File: src/rtl/nrf2401_cfg_seq_if.sv
// Avalon-MM register port of the nRF2401 configuration sequencer.
interface nrf2401_cfg_seq_if;
    logic [1:0] address;
    logic       chipselect;
    logic       write_n;
    logic [7:0] writedata;
    logic [7:0] readdata;

    modport master (output address, output chipselect, output write_n,
                    output writedata, input readdata);
    modport slave  (input address, input chipselect, input write_n,
                    input writedata, output readdata);
endinterface

File: src/rtl/nrf2401_cfg_seq.sv
// nRF2401 3-wire sequencer: CPU queues bytes, START shifts them out MSB first
// inside one CS window, irq follows STATUS.done.
// Optional: define NRF_CE_CTRL_EN to drive nrf_ce from CTRL.ce_level.
module nrf2401_cfg_seq #(
    parameter int unsigned FIFO_DEPTH   = 16,
    parameter int unsigned CS_SETUP_CYC = 4,
    parameter int unsigned CS_HOLD_CYC  = 4
) (
    input  logic               clk,
    input  logic               reset_n,
    nrf2401_cfg_seq_if.slave   bus,
    output logic               nrf_cs,
    output logic               nrf_clk1,
    output logic               nrf_data,
    output logic               nrf_ce,
    output logic               irq
);
    localparam int unsigned AW = (FIFO_DEPTH > 1) ? $clog2(FIFO_DEPTH) : 1;
    localparam int unsigned CW = AW + 1;
    localparam int unsigned TW = 16;

    typedef enum logic [2:0] {S_IDLE, S_SETUP, S_SHIFT_LO, S_SHIFT_HI, S_HOLD} state_t;

    state_t          state_q, state_d;
    logic [TW-1:0]   cnt_q, cnt_d;
    logic [2:0]      bit_q, bit_d;
    logic [7:0]      sr_q, sr_d;
    logic [7:0]      div_q, div_d;
    logic [7:0]      clkdiv_q;
    logic            done_q, done_d, done_set_c;
    logic            ovf_q;
    logic            pop_c;
    logic [7:0]      mem [FIFO_DEPTH];
    logic [AW-1:0]   wr_ptr_q, rd_ptr_q;
    logic [CW-1:0]   count_q;
    logic            ce_level_c;

    logic wr_c, wr_txdata_c, wr_ctrl_c, wr_status_c, wr_clkdiv_c;
    logic start_c, abort_c, fifo_empty_c, fifo_full_c, busy_c, push_ok_c;

    assign wr_c         = bus.chipselect & ~bus.write_n;
    assign wr_txdata_c  = wr_c & (bus.address == 2'd0);
    assign wr_ctrl_c    = wr_c & (bus.address == 2'd1);
    assign wr_status_c  = wr_c & (bus.address == 2'd2);
    assign wr_clkdiv_c  = wr_c & (bus.address == 2'd3);
    assign start_c      = wr_ctrl_c & bus.writedata[0];
    assign abort_c      = wr_ctrl_c & bus.writedata[1];
    assign fifo_empty_c = (count_q == '0);
    assign fifo_full_c  = (count_q == CW'(FIFO_DEPTH));
    assign busy_c       = (state_q != S_IDLE);
    // A pop in the same cycle frees a slot, so a push on a full FIFO still lands.
    assign push_ok_c    = wr_txdata_c & (~fifo_full_c | pop_c);

    // Next-state, shifter and pop decisions for the serial sequence.
    always_comb begin
        state_d    = state_q;
        cnt_d      = cnt_q + TW'(1);
        bit_d      = bit_q;
        sr_d       = sr_q;
        div_d      = div_q;
        pop_c      = 1'b0;
        done_set_c = 1'b0;
        case (state_q)
            S_IDLE: begin
                cnt_d = '0;
                if (start_c && !fifo_empty_c) state_d = S_SETUP;
            end
            S_SETUP: begin
                if (cnt_q == TW'(CS_SETUP_CYC - 1)) begin
                    state_d = S_SHIFT_LO;
                    cnt_d   = '0;
                    pop_c   = 1'b1;
                    sr_d    = mem[rd_ptr_q];
                    bit_d   = 3'd0;
                    div_d   = clkdiv_q;
                end
            end
            S_SHIFT_LO: begin
                if (cnt_q == TW'(div_q)) begin
                    state_d = S_SHIFT_HI;
                    cnt_d   = '0;
                    div_d   = clkdiv_q;
                end
            end
            S_SHIFT_HI: begin
                if (cnt_q == TW'(div_q)) begin
                    cnt_d = '0;
                    div_d = clkdiv_q;
                    if (bit_q != 3'd7) begin
                        sr_d    = {sr_q[6:0], 1'b0};
                        bit_d   = bit_q + 3'd1;
                        state_d = S_SHIFT_LO;
                    end else if (!fifo_empty_c) begin
                        pop_c   = 1'b1;
                        sr_d    = mem[rd_ptr_q];
                        bit_d   = 3'd0;
                        state_d = S_SHIFT_LO;
                    end else begin
                        sr_d    = {sr_q[6:0], 1'b0};
                        state_d = S_HOLD;
                    end
                end
            end
            S_HOLD: begin
                if (cnt_q == TW'(CS_HOLD_CYC - 1)) begin
                    state_d    = S_IDLE;
                    done_set_c = 1'b1;
                end
            end
            default: state_d = S_IDLE;
        endcase
        if (abort_c) begin
            state_d    = S_IDLE;
            cnt_d      = '0;
            sr_d       = '0;
            pop_c      = 1'b0;
            done_set_c = 1'b0;
        end
        done_d = done_set_c ? 1'b1 : ((wr_status_c && bus.writedata[4]) ? 1'b0 : done_q);
    end

    // Sequencer state registers.
    always_ff @(posedge clk or negedge reset_n) begin
        if (!reset_n) begin
            state_q <= S_IDLE;
            cnt_q   <= '0;
            bit_q   <= '0;
            sr_q    <= '0;
            div_q   <= '0;
            done_q  <= 1'b0;
        end else begin
            state_q <= state_d;
            cnt_q   <= cnt_d;
            bit_q   <= bit_d;
            sr_q    <= sr_d;
            div_q   <= div_d;
            done_q  <= done_d;
        end
    end

    // FIFO pointers/level, overflow flag and CLKDIV register.
    always_ff @(posedge clk or negedge reset_n) begin
        if (!reset_n) begin
            wr_ptr_q <= '0;
            rd_ptr_q <= '0;
            count_q  <= '0;
            ovf_q    <= 1'b0;
            clkdiv_q <= '0;
        end else begin
            if (abort_c) begin
                wr_ptr_q <= '0;
                rd_ptr_q <= '0;
                count_q  <= '0;
            end else begin
                if (push_ok_c) wr_ptr_q <= wr_ptr_q + AW'(1);
                if (pop_c)     rd_ptr_q <= rd_ptr_q + AW'(1);
                count_q <= count_q + CW'(push_ok_c) - CW'(pop_c);
            end
            if (wr_txdata_c && fifo_full_c && !pop_c) ovf_q <= 1'b1;
            else if (wr_status_c && bus.writedata[3]) ovf_q <= 1'b0;
            if (wr_clkdiv_c) clkdiv_q <= bus.writedata;
        end
    end

    // FIFO storage; contents are don't-care while the level says empty.
    always_ff @(posedge clk) begin
        if (push_ok_c && !abort_c) mem[wr_ptr_q] <= bus.writedata;
    end

    // Pin and interrupt registers follow the next state so they switch with it.
    always_ff @(posedge clk or negedge reset_n) begin
        if (!reset_n) begin
            nrf_cs   <= 1'b0;
            nrf_clk1 <= 1'b0;
            nrf_data <= 1'b0;
            irq      <= 1'b0;
        end else begin
            nrf_cs   <= (state_d != S_IDLE);
            nrf_clk1 <= (state_d == S_SHIFT_HI);
            nrf_data <= (state_d != S_IDLE) & sr_d[7];
            irq      <= done_d;
        end
    end

`ifdef NRF_CE_CTRL_EN
    logic ce_level_q;

    // CE level register and CE pin, held low for the frame plus one cycle after CS falls.
    always_ff @(posedge clk or negedge reset_n) begin
        if (!reset_n) begin
            ce_level_q <= 1'b0;
            nrf_ce     <= 1'b0;
        end else begin
            if (wr_ctrl_c) ce_level_q <= bus.writedata[2];
            nrf_ce <= ce_level_q & (state_q == S_IDLE) & (state_d == S_IDLE);
        end
    end
    assign ce_level_c = ce_level_q;
`else
    assign ce_level_c = 1'b0;
    assign nrf_ce     = 1'b0;
`endif

    // Zero-wait-state register read mux.
    always_comb begin
        bus.readdata = 8'h00;
        case (bus.address)
            2'd1:    bus.readdata = {5'b0, ce_level_c, 1'b0, busy_c};
            2'd2:    bus.readdata = {3'b0, done_q, ovf_q, fifo_empty_c, fifo_full_c, busy_c};
            2'd3:    bus.readdata = clkdiv_q;
            default: bus.readdata = 8'h00;
        endcase
    end
endmodule

File: src/flat_wrapper.sv
// flat-port wrapper written by rule: the top's interface ports become plain ports
module nrf2401_cfg_seq_flat 
#(
    parameter int unsigned FIFO_DEPTH   = 16,
    parameter int unsigned CS_SETUP_CYC = 4,
    parameter int unsigned CS_HOLD_CYC  = 4
)
  (clk, reset_n, nrf_cs, nrf_clk1, nrf_data, nrf_ce, irq, bus_address, bus_chipselect, bus_write_n, bus_writedata, bus_readdata);
  nrf2401_cfg_seq_if bus_i ();
  input  logic clk;
  input  logic reset_n;
  output logic nrf_cs;
  output logic nrf_clk1;
  output logic nrf_data;
  output logic nrf_ce;
  output logic irq;
  input wire logic [$bits(bus_i.address)-1:0] bus_address;
  input wire logic [$bits(bus_i.chipselect)-1:0] bus_chipselect;
  input wire logic [$bits(bus_i.write_n)-1:0] bus_write_n;
  input wire logic [$bits(bus_i.writedata)-1:0] bus_writedata;
  output wire logic [$bits(bus_i.readdata)-1:0] bus_readdata;
  assign bus_i.address = bus_address;
  assign bus_i.chipselect = bus_chipselect;
  assign bus_i.write_n = bus_write_n;
  assign bus_i.writedata = bus_writedata;
  assign bus_readdata = bus_i.readdata;
  nrf2401_cfg_seq #(.FIFO_DEPTH(FIFO_DEPTH), .CS_SETUP_CYC(CS_SETUP_CYC), .CS_HOLD_CYC(CS_HOLD_CYC)) u_core (.clk(clk), .reset_n(reset_n), .bus(bus_i), .nrf_cs(nrf_cs), .nrf_clk1(nrf_clk1), .nrf_data(nrf_data), .nrf_ce(nrf_ce), .irq(irq));
endmodule
File: config.mk
export PLATFORM = sky130hd
export DESIGN_NAME = nrf2401_cfg_seq_flat
export DESIGN_NICKNAME = d
export VERILOG_FILES = /design/src/rtl/nrf2401_cfg_seq_if.sv /design/src/rtl/nrf2401_cfg_seq.sv /design/src/flat_wrapper.sv
export SDC_FILE = /design/constraint.sdc
export NUM_CORES = 1
export LEC_CHECK = 0
export ABC_AREA = 1
export CORE_MARGIN = 8
export CORE_UTILIZATION = 55
export DETAILED_ROUTE_END_ITERATION = 6
export PLACE_DENSITY = 0.69
export SLEW_MARGIN = 25
export SYNTH_ARGS = -nofsm -noshare
export SYNTH_HDL_FRONTEND = slang
export SYNTH_SLANG_ARGS = --single-unit
export TNS_END_PERCENT = 50
File: constraint.sdc
create_clock -name clk -period 3.1 [get_ports clk]
set_input_delay 0.775 -clock clk [delete_from_list [all_inputs] [get_ports clk]]
set_output_delay 0.775 -clock clk [all_outputs]
set_load 0.1 [all_outputs]
==> PnR_summary.wiki, run 1 <==
{| class="wikitable"
! Metric !! Value
|-
| Vias/cell || between 5 and 6
|-
| Max_slew headroom || ~44%
|-
| Mean post-synth cell area || approximately 10 µm²
|-
| Result of the run || finished clean
|-
| Power share of the combinational group || between 20 and 30%
|-
| Clk network pwr share || 30.8%
|-
| Total clock buffers created by CTS || 17
|-
| GRT met1 Usage || 28.22%
|-
| Final Hold Violating Endpoints || 0
|-
| Antenna violations before repair || 0
|-
| Top achievable clock speed || ~0.34 GHz
|-
| Met3 Resource Use GR || 4.374%
|-
| Switching part of the total power || about a third
|-
| Clock Latency Late Sink || approximately 430 ps
|-
| Total of warnings raised by yosys || 0
|-
| Worst Clk Skew || just under 8 ps
|-
| Leakage Power || about 4.2 nW
|-
| Least-Margin Pin Slew || 836.7 ps
|-
| Final worst path period share || between 90% and 100%
|-
| Number of library cell types mapped by synthesis || 39
|-
| Mean routed wirelength per cell || between 15 and 20 µm
|-
| TritonCTS clock tree || done
|-
| Clock transition at the register clock pins on the worst setup and hold paths after CTS || roughly 60 ps
|-
| Proportion of synthesized chip area in sequential cells || roughly three fifths
|-
| Startpoint kind of the worst setup timing path || primary input
|-
| Final WL || approximately 21000 µm
|-
| Setup TNS || 0 ps
|-
| Buffer depth of the longest clock path || 2
|-
| Seq cells post-synth || approximately 190
|-
| H-tree depth || 4
|-
| First-pass detailed-route iteration total || 5
|-
| Buf/Inv on CP || 7
|-
| Initial Util || about 56%
|-
| Global placer's final weighted congestion || 0.8912
|-
| Capturing element type of the critical path || register
|-
| Number of global-route vias before repair || around 6.5k
|-
| Count of clock tree sinks || 192
|-
| Min Tclk post-route || 2965 ps
|-
| Antenna diodes || 0
|-
| Cells taking the most area after synthesis || sky130_fd_sc_hd__edfxtp_1 (43%), sky130_fd_sc_hd__dfrtp_1 (18%), sky130_fd_sc_hd__nand2_1 (7.1%)
|-
| Critical path class || in -> reg
|-
| Arrival time of data at the critical path endpoint || 3280 ps
|-
| Die Y || 143.1 µm
|-
| Worst path max stage delay || approximately 450 ps
|-
| Fraction of final layout cells sized beyond drive strength 1 || 14.29%
|-
| Cell chosen for the clock root || sky130_fd_sc_hd__clkbuf_16
|-
| CP Cell Sequence || clkdlybuf4s50_1 > inv_1 > nor2_2 > nand3_2 > nor2_2 > inv_2 > nand3_4 > inv_1 > ha_1 > inv_1 > ha_1 > inv_1 > fa_1 > inv_1 > nand2_1 > a21oi_1 > nor2_1 > xor2_1 > nor2_1
|-
| Area added between synthesis and finish || 15.35%
|-
| Synth top area share || ~43%
|-
| Met2 GRT Util || between 30% and 40%
|-
| Area of the mapped netlist || approximately 8900 µm²
|-
| Core box area || 15830 µm²
|-
| Utilization of the core after routing || 64.76%
|-
| Cell area after placement || roughly 9600 µm²
|-
| Number of rows in the core area || between 40 and 50
|-
| Largest net degree at the start of global routing || 76
|-
| Critical path peak fanout || 2
|-
| Die extent in x || about 140 µm
|-
| Combined global-route utilization of all metal layers || 21.78%
|-
| Reported max-cap violation count || 0
|-
| Input/output buffers || 25
|-
| Syn Inst Count || 891
|-
| Power spent charging and discharging nets || between 2 and 2.5 mW
|-
| Most Used Layer, Global Route || met2
|-
| Final standard cell area without fillers || between 10000 and 15000 µm²
|-
| Internal power contribution || between 4 and 5 mW
|-
| Largest area contributor in the netlist || sky130_fd_sc_hd__edfxtp_1
|-
| Violation count after the first detailed-route iteration || 700
|-
| Layout net count || a little under 1k
|-
| Aggregate global routing overflow || 0
|-
| Most used cell along the critical path || sky130_fd_sc_hd__inv_1
|-
| Global-route wire length before repair || roughly 34000 µm
|-
| Die area || slightly above 20000 µm²
|-
| Number of routed nets with antenna violations || 0
|-
| Number of nets produced by synthesis || 920
|-
| Total via count in the routed design || between 6k and 7k
|-
| Number of pins exceeding their max-slew limit in the final report || 0
|-
| Number of DRC violations after detailed routing || 0
|-
| Number of top-level design ports || 27
|-
| Reg power frac || 43.5%
|-
| Maximum vdd drop || 395.2 µV
|-
| Critical Path Slowest Stage Cell || sky130_fd_sc_hd__clkdlybuf4s50_1
|-
| CP required || approximately 3400 ps
|-
| Number of fill cells in the layout || ~1.2k
|-
| Unrepaired setup endpoints after global routing || yes
|-
| Final HPWL from detailed placement || between 10000 and 15000 µm
|-
| # setup viols final || 0
|-
| Power density over the cells || 699.8 nW/µm²
|-
| Path category of the worst min-delay check || reg -> reg
|-
| Largest delay contributor family on the critical path || buffers and inverters
|}
cell usage in the layout, fill, tap and decap left out, types with 7 or more instances in the layout:
master,n
sky130_fd_sc_hd__o211ai_1,7
sky130_fd_sc_hd__buf_12,8
sky130_fd_sc_hd__nor2_1,113
sky130_fd_sc_hd__edfxtp_1,128
sky130_fd_sc_hd__a21oi_1,27
sky130_fd_sc_hd__o21ai_2,9
sky130_fd_sc_hd__ha_1,13
sky130_fd_sc_hd__nand3_1,49
sky130_fd_sc_hd__buf_4,50
sky130_fd_sc_hd__o22ai_1,10
sky130_fd_sc_hd__clkdlybuf4s50_1,12
sky130_fd_sc_hd__o21ai_0,76
sky130_fd_sc_hd__clkbuf_16,17
sky130_fd_sc_hd__nand4_1,14
sky130_fd_sc_hd__nand2_1,165
sky130_fd_sc_hd__nor3_1,21
sky130_fd_sc_hd__inv_1,90
sky130_fd_sc_hd__inv_2,9
sky130_fd_sc_hd__xor2_1,10
sky130_fd_sc_hd__nand2_2,7
sky130_fd_sc_hd__dfrtp_1,62
kinds of logic (layout without fill, tap and decap cells):
logic type | Yosys count | in the layout | synth area share [%]
xor+xnor | 14 | 14 | 1.380
simple gates | 395 | 395 | 19.83
fa+ha+maj | 15 | 15 | 2.197
flops | 192 | 192 | 61.28
buf+inv | 132 | 200 | 6.181
compound gates | 142 | 142 | 9.096
other cells | 1 | 1 | 0.04220
metrics by stage:
stage                     hold WS [ps]  total power [mW]  std cells  setup slack [ps]
final                            488.4             7.173       1175             134.8
after floorplan                  448.8             4.476        891            -701.2
after CTS                        486.8             7.202       1171             73.58
after global placement           465.8             4.922       1141            -183.9
after detailed placement         466.4             4.995       1141            -317.4
after global routing             523.6             7.544       1175            -17.22
area by class of cell:
type                    instances  area (µm²)  share of cell area [%]
clock inverters                11       153.9                   1.501
well taps                     216       270.3                   2.637
inverters                      99       371.6                   3.625
flip-flops and latches        192        5448                   53.15
clock buffers                  19       432.9                   4.224
repair buffers                 71       660.6                   6.445
multi-input cells             567        2913                   28.42
power groups by stage:
stage	combinational (mW)	sequential, mW	clock [mW]
2_1_floorplan	1.25	3.23	0
3_3_place_gp	1.77	3.15	0
3_5_place_dp	1.83	3.17	0
4_1_cts	1.84	3.12	2.24
5_1_grt	2.05	3.15	2.35
6_report	1.84	3.12	2.21
cell usage after synthesis (all sizes together):
library cell / n
a31oi: 3
ha: 14
dfrtp: 64
clkbuf: 12
nand2: 175
a21oi: 28
nand4: 15
o311ai: 1
inv: 99
fa: 1
o221ai: 5
nor4: 4
and3: 1
buf: 21
a211oi: 3
conb: 1
nor3: 22
nand3: 53
xor2: 10
nor2: 123
o211ai: 7
o21ai: 85
or2: 2
o22ai: 10
edfxtp: 128
xnor2: 4
worst reg2reg max path, stage by stage (launching register included):
cell and delay, ps:
sky130_fd_sc_hd__dfrtp_1 440, sky130_fd_sc_hd__xnor2_1 220, sky130_fd_sc_hd__nand2_2 110, sky130_fd_sc_hd__nor2_4 140, sky130_fd_sc_hd__nand4_4 190, sky130_fd_sc_hd__nand2_4 160
sky130_fd_sc_hd__nand3_4 70, sky130_fd_sc_hd__inv_1 80, sky130_fd_sc_hd__ha_1 220, sky130_fd_sc_hd__inv_1 60, sky130_fd_sc_hd__ha_1 170, sky130_fd_sc_hd__inv_1 60
sky130_fd_sc_hd__fa_1 360, sky130_fd_sc_hd__inv_1 70, sky130_fd_sc_hd__nand2_1 70, sky130_fd_sc_hd__a21oi_1 130, sky130_fd_sc_hd__nor2_1 60, sky130_fd_sc_hd__xor2_1 130
sky130_fd_sc_hd__nor2_1 50
per-layer routing:
metal  wire, µm  share of wire [%]
met5          0                  0
met4        523                2.5
met2       9973                 48
met1       9162                 44
met3       1152                5.5
path summary, 6_finish.rpt:
check	start	cells after the start	end	slack, ps
hold reg to reg	u_core.sr_q[6]$_DFFE_PN0P_	2	u_core.sr_q[6]$_DFFE_PN0P_	490
max in group asynchronous	reset_n	2	u_core.cnt_q[9]$_DFF_PN0_	1970
setup / recovery	bus_chipselect	19	u_core.count_q[4]$_DFF_PN0_	130
hold / removal	u_core.sr_q[6]$_DFFE_PN0P_	2	u_core.sr_q[6]$_DFFE_PN0P_	490
setup reg to reg	u_core.cnt_q[2]$_DFF_PN0_	18	u_core.count_q[4]$_DFF_PN0_	200
min in group asynchronous	reset_n	2	u_core.count_q[4]$_DFF_PN0_	520
state kept, by name, summed over array words and instances, names as in the netlist, 4 cells and up:
name	cells
u_core.mem	128
u_core.wr_ptr_q	4
u_core.count_q	5
u_core.clkdiv_q	8
u_core.div_q	8
u_core.cnt_q	16
u_core.sr_q	8
u_core.rd_ptr_q	4
what timing repair did:
item | in CTS | in global routing
endpoints found under the hold margin | 0 | 0
gates resized for setup | 0 | 6
hold buffers | 0 | 0
buffers inserted | 0 | 4
setup endpoints to repair | 0 | 1
(Power assumes the default switching activity.)
==> run 2, diff against run 1 <==
--- a/config.mk
+++ b/config.mk
@@ -6,6 +6,7 @@
 export NUM_CORES = 1
 export LEC_CHECK = 0
 export ABC_AREA = 1
+export ABC_CLOCK_PERIOD_IN_PS = 3100
 export CORE_MARGIN = 8
 export CORE_UTILIZATION = 55
 export DETAILED_ROUTE_END_ITERATION = 6
==> results of run 2 <==
The final DEF is identical to that of run 1; final timing and power are the same.
